File: config.mk
export PLATFORM = sky130hd
export DESIGN_NAME = s2p
export DESIGN_NICKNAME = d
export VERILOG_FILES = /design/src/rtl/cnn1d_pkg.sv /design/src/rtl/s2p.sv
export SDC_FILE = /design/constraint.sdc
export NUM_CORES = 1
export LEC_CHECK = 0
export ABC_AREA = 1
export CORE_UTILIZATION = 53
export CTS_BUF_LIST = sky130_fd_sc_hd__clkbuf_4 sky130_fd_sc_hd__clkbuf_8 sky130_fd_sc_hd__clkbuf_16
export CTS_CLUSTER_DIAMETER = 80
export DETAILED_ROUTE_END_ITERATION = 10
export PLACE_DENSITY = 0.77
export SYNTH_ARGS = -nofsm -noshare
export SYNTH_HDL_FRONTEND = slang
export SYNTH_SLANG_ARGS = --single-unit
File: constraint.sdc
create_clock -name clk -period 2.6 [get_ports clk]
set_clock_uncertainty 0.2 [all_clocks]
set_input_delay 0.52 -clock clk [delete_from_list [all_inputs] [get_ports clk]]
set_output_delay 0.52 -clock clk [all_outputs]
set_load 0.05 [all_outputs]
File: src/rtl/cnn1d_pkg.sv
// Shared helpers for the 1D-CNN datapath blocks.
// Provides a constant-evaluable ceiling log2 for sizing counters.
package cnn1d_pkg;

    function automatic int clog2(input int value);
        int result;
        int rem;
        result = 0;
        rem    = value - 1;
        while (rem > 0) begin
            result = result + 1;
            rem    = rem >> 1;
        end
        return result;
    endfunction

endpackage

File: src/rtl/s2p.sv
// Serial-to-parallel converter: gathers NUM_ELEMENTS serial beats into one parallel
// output beat, with valid/ready handshakes on both sides and a double-buffered vector.
module s2p
    import cnn1d_pkg::*;
#(
    parameter int DATA_WIDTH   = 12,
    parameter int NUM_ELEMENTS = 5
) (
    input  logic                  clk,
    input  logic                  rst,
    output logic                  s2p_ready_in,
    input  logic                  s2p_valid_in,
    input  logic [DATA_WIDTH-1:0] s2p_serial_in,
    input  logic                  s2p_ready_out,
    output logic                  s2p_valid_out,
    output logic [DATA_WIDTH-1:0] s2p_parallel_out [0:NUM_ELEMENTS-1]
);

    // Handshakes: a beat transfers on a rising clk edge where valid and ready are
    // both high; valid never waits on ready, and data is held while valid is unaccepted.

    localparam int CW = (clog2(NUM_ELEMENTS) < 1) ? 1 : clog2(NUM_ELEMENTS);
    localparam logic [CW-1:0] LAST_IDX = CW'(NUM_ELEMENTS - 1);

    // FILLING accepts beats; BLOCKED holds a completed vector waiting for the slot.
    typedef enum logic {
        FILLING = 1'b0,
        BLOCKED = 1'b1
    } fill_state_t;

    fill_state_t           state, state_next;
    logic [CW-1:0]         count, count_next;
    logic                  valid_next;
    logic                  take;
    logic                  slot_free;
    logic                  load_direct;
    logic                  load_blocked;
    logic [DATA_WIDTH-1:0] collect [0:NUM_ELEMENTS-1];

    assign s2p_ready_in = (state == FILLING);
    assign take         = s2p_valid_in && s2p_ready_in;
    assign slot_free    = !s2p_valid_out || s2p_ready_out;

    always_comb begin
        state_next   = state;
        count_next   = count;
        valid_next   = s2p_valid_out && !s2p_ready_out;
        load_direct  = 1'b0;
        load_blocked = 1'b0;

        if (take) begin
            count_next = (count == LAST_IDX) ? '0 : count + 1'b1;
        end

        case (state)
            FILLING: begin
                if (take && (count == LAST_IDX)) begin
                    if (slot_free) begin
                        load_direct = 1'b1;
                        valid_next  = 1'b1;
                    end else begin
                        state_next = BLOCKED;
                    end
                end
            end
            BLOCKED: begin
                if (slot_free) begin
                    load_blocked = 1'b1;
                    valid_next   = 1'b1;
                    state_next   = FILLING;
                end
            end
            default: state_next = FILLING;
        endcase
    end

    always_ff @(posedge clk) begin
        if (rst) begin
            state         <= FILLING;
            count         <= '0;
            s2p_valid_out <= 1'b0;
            for (int k = 0; k < NUM_ELEMENTS; k++) begin
                collect[k]          <= '0;
                s2p_parallel_out[k] <= '0;
            end
        end else begin
            state         <= state_next;
            count         <= count_next;
            s2p_valid_out <= valid_next;
            if (take) begin
                collect[count] <= s2p_serial_in;
            end
            // The final element bypasses collect so the vector leaves one cycle after it.
            if (load_direct) begin
                for (int k = 0; k < NUM_ELEMENTS; k++) begin
                    if (k == NUM_ELEMENTS - 1) begin
                        s2p_parallel_out[k] <= s2p_serial_in;
                    end else begin
                        s2p_parallel_out[k] <= collect[k];
                    end
                end
            end else if (load_blocked) begin
                for (int k = 0; k < NUM_ELEMENTS; k++) begin
                    s2p_parallel_out[k] <= collect[k];
                end
            end
        end
    end

endmodule

# Word level (Yosys, flattened, before mapping)
# Memory sizes are Yosys's and may differ from the RTL's. A register that Yosys moved wholly into a read port is not among the register bits.
# Index checks and enable logic that the tools add are counted.
classes:
  n_eq_ne: 1
  n_reduce_logical: 8
  add_sub_neg: 1
  mux: 21
  bitwise: 1
ops:
  columns: ["op", "n"]
  rows:
  - ["$mux W60", 2]
  - ["$mux W1", 14]
  - ["$mux W12", 1]
  - ["$reduce_or A12 Y1", 1]
  - ["$mux W3", 2]
  - ["$pmux W1 S2", 2]
  - ["$add A3 B1 Y3 const B", 1]
  - ["$eq A3 B3 Y1 const B", 1]
  - ["$logic_and A1 B1 Y1", 3]
  - ["$logic_not A1 Y1", 2]
  - ["$reduce_bool A2 Y1", 1]
  - ["$logic_or A1 B1 Y1", 1]
  - ["$not A1 Y1", 1]
totals:
  memories: 1
  word_cells: 40
  ff_bits: 53
  inputBits: 16
  ram_bits: 60
  out_inout_bits: 62
memory_table:
  columns: ["memory", "depth", "width", "rd", "rd_ports_with_merged_regs", "write_ports", "line_no", "source"]
  rows:
  - ["collect", 5, 12, 5, 1, 5, "s2p.sv:38", "logic [DATA_WIDTH-1:0] collect [0:NUM_ELEMENTS-1];"]

# Depth between registers and ports, before layout
# Gate-level depths: netlist (run 1).
depth:
  depth_word: 7
  ltp_mapped: 10
  depth_no_buf: 9

# Worst setup path after synthesis (run 1)
# OpenSTA, ideal clock, no wires.
synth_timing:
  path_kind: "input to register"
  start: "input s2p_valid_in"
  end: "memory collect[4][0] (enable)"
  arrival_ps: 1512
  n_path_buf: 1
  setup_slack_ps: 538
  stages: 7
  path_cell_list: "inv_1 > nor2_4 > inv_2 > nor2_4 > nand4_1 > buf_2 > nand2_1"
synth_rtl:
  columns: ["item", "line_no", "source"]
  rows:
  - ["from (decl)", "s2p.sv:12", "input logic s2p_valid_in,"]
  - ["to (decl)", "s2p.sv:38", null]

# Worst setup path after layout (run 1)
layout_timing:
  start: "register state"
  end: "output s2p_ready_in"
layout_via:
  elab_chain_cells: 1
layout_rtl:
  columns: ["item", "line_no", "source"]
  rows:
  - ["from (decl)", "s2p.sv:31", "fill_state_t state, state_next;"]
  - ["from (signal assigned)", "s2p.sv:87", "state <= state_next;"]
  - ["$not A1 Y1", null, null]
  - ["to (decl)", "s2p.sv:11", "output logic s2p_ready_in,"]
# No other way between the ends.

==> run metrics, run 1 <==
outcome finished clean; Residual DRC 0; CTS buffer count 17; synth warn 0; ANT cells 0; Syn Nets 523; initial core utilization 54.9%; Fin Setup TNS 0 ns; hold_buf cts 0; main area contributors after synthesis edfxtp_1 (38%), dfxtp_1 (27%), nor2_1 (7.8%), nand2_1 (7.7%), nand3_1 (5.5%); Req. time, crit path 1.88 ns; Max-cap violations 0; Clock Latency Late Sink 0.52 ns; First DRT Iteration DRCs 270; crit-path cells inv_1 > clkdlybuf4s50_1; worst min-delay path class reg -> reg; minimum clock period 2.48 ns; DP Wirelength 6940 um; Slowest cell on crit path clkdlybuf4s50_1; Wirelength per Cell 16.3 um; power density over the cells 731 nW/um^2; WP buf/inv 2; Final period util 95.5%; All-Layer GR Usage 25.4%; pin count of the biggest net entering global routing 61; distinct cell type count after synthesis 20; grt ovf 0; top cell type's share of synthesized area 37.6%; critical path capture point type primary output; fin. max-slew vios 0; Syn Inst Count 505; #FFs+latches synth 125; postcts setup bufs 0; Die H 97.1 um; Port Buffers 77; first-pass GRT wire length 18300 um; vias in the first global route 3622; worst slew pin tran 0.522 ns; clk root buf clkbuf_8; area grow syn2layout 31.1%; First-pass DRT Iterations 5; ys flop type dfxtp_1; final WL 11500 um; Syn Area/Cell 9.48 sq um; # rows 34; Area after DPL 5710 sq um; critical path's top delay family buffers and inverters; layout cells sized above 1 9.85%; mapped cell area 4790 sq um; Num Clock Sinks 125; crit path launch type flop; post-route ant nets 0; Post-synth ARST share 0%; final setup violation count 0; Worst Setup Path Type reg -> out; Vias 3806; H-tree depth 4; CTS tree done; commonest cells in the netlist nor2_1 (99), nand2_1 (98), dfxtp_1 (65), edfxtp_1 (60), nand3_1 (53); CORE AREA 8720 sq um; Achievable Freq 403 MHz; Reg clk slew, reported paths 0.05 ns; Ports 78; CP max stage delay 0.80 ns; final count of hold timing violations 0; clock buffer depth 2; Critical Path Fanout Max 3; Die W 97.1 um; Worst EP arrival 1.76 ns; antenna violations before repair 0; Total Die Area 9420 sq um; final instance area 6280 sq um; peak supply drop 0.000450 V; EDFF count, synth 60; Via density 5.38; count leader, synth nor2_1; Yosys top cell by area edfxtp_1; Final #Nets 605; RSZ-0062 raised after global routing false; post-cts sizing count 0; Routability Congestion 0.845; Seq/Total Area, Yosys 64.8%; Lkg Pwr 2.43 nW; worst rel slew slack 65.1%
final cells by class:
cell class,instances,area (sq um)
Clock buffer,24,479
Sequential cell,125,3100
Inverter,23,86.3
Timing Repair Buffer,96,933
Multi-Input combinational cell,324,1450
Tap cell,108,135
Clock inverter,7,90.1
Fill cell,621,2440
flip-flops by register name, indices dropped and copies added (netlist names):
signal / count
collect: 60
state: 1
count: 3
s2p_valid_out: 1
s2p_parallel_out: 60
cells by family after synthesis:
family | Yosys count | synth area share (%)
simple gates | 268 | 24.0
flops | 125 | 64.8
buf+inv | 56 | 4.99
compound gates | 54 | 5.67
fa+ha+maj | 2 | 0.523
worst min-delay path: cells and delay by family (launching register included):
kind             cells  cell delay [ns]
flip-flops           1             0.30
AND/OR/NAND/NOR      1             0.07
AO/OA/AOI/OAI        1             0.06
per-stage QoR:
step,cells,hold slack (ns),worst slack [ns],util (%),power (mW)
after floorplan,505,0.275,0.538,-,2.29
after global placement,676,0.273,0.272,65.4,2.37
after detailed placement,676,0.277,0.219,65.4,2.38
after CTS,707,0.286,0.105,72.0,4.60
after global routing,707,0.304,0.0554,72.0,4.72
final,707,0.281,0.116,72.0,4.59
cells in the final DEF (no fill, tap or decap), types with 3 or more instances in the layout:
master            n
edfxtp_1         60
a21oi_1          51
clkbuf_8          3
clkbuf_16        16
dfxtp_1          65
clkbuf_4          5
buf_4            17
inv_1            21
nand3b_1         12
nand2_1          97
clkinv_2          3
nand3_1          53
clkdlybuf4s50_1  76
nor2_1           99
layer usage:
layer  part of all wire, %  GRT usage, %
met1                    43          31.8
met2                    49          41.8
met3                   6.4          7.63
met4                   1.7          9.41
met5                     0             0
path summary, 6_finish.rpt:
path | slack, ns | endpoint | startpoint | cells past startpoint
max | 0.12 | s2p_ready_in | state | 2
min | 0.28 | s2p_parallel_out[33] | s2p_parallel_out[33] | 2
max reg2reg | 0.57 | s2p_parallel_out[3] | count[0] | 9
min reg2reg | 0.28 | s2p_parallel_out[33] | s2p_parallel_out[33] | 2
power by group:
group          internal (mW)  total, mW  leakage, nW  switching [mW]
clock                   1.45       2.25        0.282           0.792
sequential              2.12       2.15         1.15          0.0222
combinational         0.0606      0.198         1.00           0.137
(Power assumes the default switching activity.)
==> inputs of run 2 (changes only) <==
Settings changed: CTS_CLUSTER_SIZE from default to 28.
==> results of run 2 <==
Final layout, timing and power as in run 1 (identical DEF).
==> inputs of run 3 (changes only) <==
Settings changed: CELL_PAD_IN_SITES_DETAIL_PLACEMENT from default to 0, CELL_PAD_IN_SITES_GLOBAL_PLACEMENT from default to 1, CORE_UTILIZATION 53 to 40, PLACE_DENSITY 0.77 to 0.76.
==> run metrics, run 3 (synthesized netlist as in run 1, its figures left out) <==
Ports 78 (unchanged); Worst Setup Path Type reg -> out (unchanged); post-cts sizing count 0 (unchanged); final WL 11000 um (was 11500 um); Layout fillers 1068 (was 621); worst slew pin tran 0.540 ns (was 0.522 ns); outcome finished with violations (was finished clean); Num Clock Sinks 125 (unchanged); pin count of the biggest net entering global routing 50 (was 61); Net Sw Power 1.03 mW (was 0.952 mW); Fin Setup TNS 0 ns (unchanged); First-pass DRT Iterations 10 (was 5); Worst EP arrival 1.67 ns (was 1.76 ns); # rows 39 (was 34); peak supply drop 0.000446 V (was 0.000450 V); Die W 111 um (was 97.1 um); CTS buffer count 17 (unchanged); clock network fraction of design power 50.0% (was 49.0%); power density over the cells 736 nW/um^2 (was 731 nW/um^2); minimum clock period 2.39 ns (was 2.48 ns); First DRT Iteration DRCs 297 (was 270); Reg clk slew, reported paths 0.06 ns (was 0.05 ns); final setup violation count 0 (unchanged); Residual DRC 10 (was 0); CORE AREA 11600 sq um (was 8720 sq um); Final #Nets 605 (unchanged); clk root buf clkbuf_16 (was clkbuf_8); Total Die Area 12400 sq um (was 9420 sq um); ANT cells 0 (unchanged); Vias 3688 (was 3806); Comb pwr share 4.1% (was 4.3%); Routability Congestion 0.764 (was 0.845); Hold Slack 0.282 ns (was 0.281 ns); postcts setup bufs 0 (unchanged); Wirelength per Cell 14.8 um (was 16.3 um); first-pass GRT wire length 18100 um (was 18300 um); Via density 4.96 (was 5.38); hold_buf cts 0 (unchanged); Regs by FF count collect x60, s2p_parallel_out x60, count x3 (unchanged); critical path's top delay family buffers and inverters (unchanged); initial core utilization 41.4% (was 54.9%); Clock Latency Late Sink 0.41 ns (was 0.52 ns); CTS tree done (unchanged); Slowest cell on crit path clkdlybuf4s50_1 (unchanged); worst rel slew slack 64.0% (was 65.1%); CP max stage delay 0.81 ns (was 0.80 ns); Net Sw Frac 22.1% (was 20.7%); placed cell count 711 (was 676); Critical Path Fanout Max 3 (unchanged); All-Layer GR Usage 19.2% (was 25.4%); Final period util 92.0% (was 95.5%); crit-path cells inv_1 > clkdlybuf4s50_1 (unchanged); final count of hold timing violations 0 (unchanged); Pint 3.63 mW (was 3.64 mW); failing checks DRC; antenna violations before repair 0 (unchanged); Die H 111 um (was 97.1 um); vias in the first global route 3593 (was 3622); RSZ-0062 raised after global routing false (unchanged); FF+latch area 3100 sq um (unchanged); most common cell after layout, fill and taps aside nor2_1 (unchanged); area of the multi-input gates 1450 sq um (unchanged); final cell count without fillers 743 (was 707); most frequent cells in the layout nor2_1 (99), nand2_1 (97), clkdlybuf4s50_1 (76) (unchanged); H-tree depth 4 (unchanged); fin. max-slew vios 0 (unchanged); Lkg Pwr 2.43 nW (about the same); Achievable Freq 418 MHz (was 403 MHz); Port Buffers 77 (unchanged); DP Wirelength 7060 um (was 6940 um); sequential share of power 45.9% (was 46.7%); worst min-delay path class reg -> reg (unchanged); clock buffer depth 2 (unchanged); critical path capture point type primary output (unchanged); area grow syn2layout 32.3% (was 31.1%); grt ovf 0 (unchanged); Req. time, crit path 1.88 ns (about the same); Max-cap violations 0 (unchanged); layout cells sized above 1 10.0% (was 9.85%); WP buf/inv 2 (unchanged); post-route ant nets 0 (unchanged); crit path launch type flop (unchanged)
-- run 3: cell count changes in the layout (fill, tap and decap cells not counted) --
cell and change:
clkinvlp_4 +1, clkinv_4 +4, clkbuf_4 -5, clkinv_2 -1, buf_12 -1, clkbuf_16 +2
inv_6 +1, buf_4 +1, bufinv_16 -1
-- run 3: power by group through the flow --
stage	Clock, mW	Combinational (mW)	Sequential, mW
after floorplan	0	0.0908	2.19
after global placement	0	0.189	2.18
after detailed placement	0	0.192	2.18
after CTS	2.36	0.193	2.14
after global routing	2.45	0.209	2.15
final	2.33	0.190	2.14
-- run 3: through the flow --
| stage | power [mW] | instance area [sq um] | setup WS (ns) | utilization, % |
|---|---|---|---|---|
| floorplan | 2.29 | 4790 | 0.538 | - |
| global placement | 2.37 | 5740 | 0.277 | 49.6 |
| detailed placement | 2.37 | 5740 | 0.263 | 49.6 |
| CTS | 4.69 | 6340 | 0.184 | 54.8 |
| global route | 4.80 | 6340 | 0.160 | 54.8 |
| finish | 4.66 | 6340 | 0.208 | 54.8 |
-- run 3: path summary, 6_finish.rpt --
kind                                           start                    to  slack, ns  depth (start not counted)
worst max register to register              count[0]   s2p_parallel_out[8]       0.71                          9
worst max-delay path                           state          s2p_ready_in       0.21                          2
worst min register to register  s2p_parallel_out[30]  s2p_parallel_out[30]       0.28                          2
worst min-delay path            s2p_parallel_out[30]  s2p_parallel_out[30]       0.28                          2
-- run 3: layout make-up --
| type | count | area share [%] |
|---|---|---|
| Sequential cell | 125 | 49.0 |
| Multi-Input combinational cell | 324 | 22.9 |
| Timing Repair Buffer | 96 | 14.5 |
| Clock buffer | 21 | 7.76 |
| Tap cell | 143 | 2.82 |
| Clock inverter | 11 | 1.68 |
| Inverter | 23 | 1.36 |
-- run 3: worst register-to-register path, cell delays in order (launching register included) --
cell and delay [ns]:
dfxtp_1 0.35, inv_1 0.15, ha_1 0.16, nand2_1 0.06
inv_2 0.09, nand3_2 0.36, nand2_1 0.18, nand2_1 0.07
nor2_1 0.10, nor2_1 0.05
-- run 3: layer usage --
| metal | share of wire (%) | track usage [%] | vias up |
|---|---|---|---|
| met5 | 0 | 0 | - |
| met4 | 1.8 | 8.65 | 0 |
| met3 | 5.2 | 4.90 | 12 |
| met2 | 46 | 29.9 | 116 |
| met1 | 47 | 25.2 | 1725 |
| li1 | - | - | 1835 |
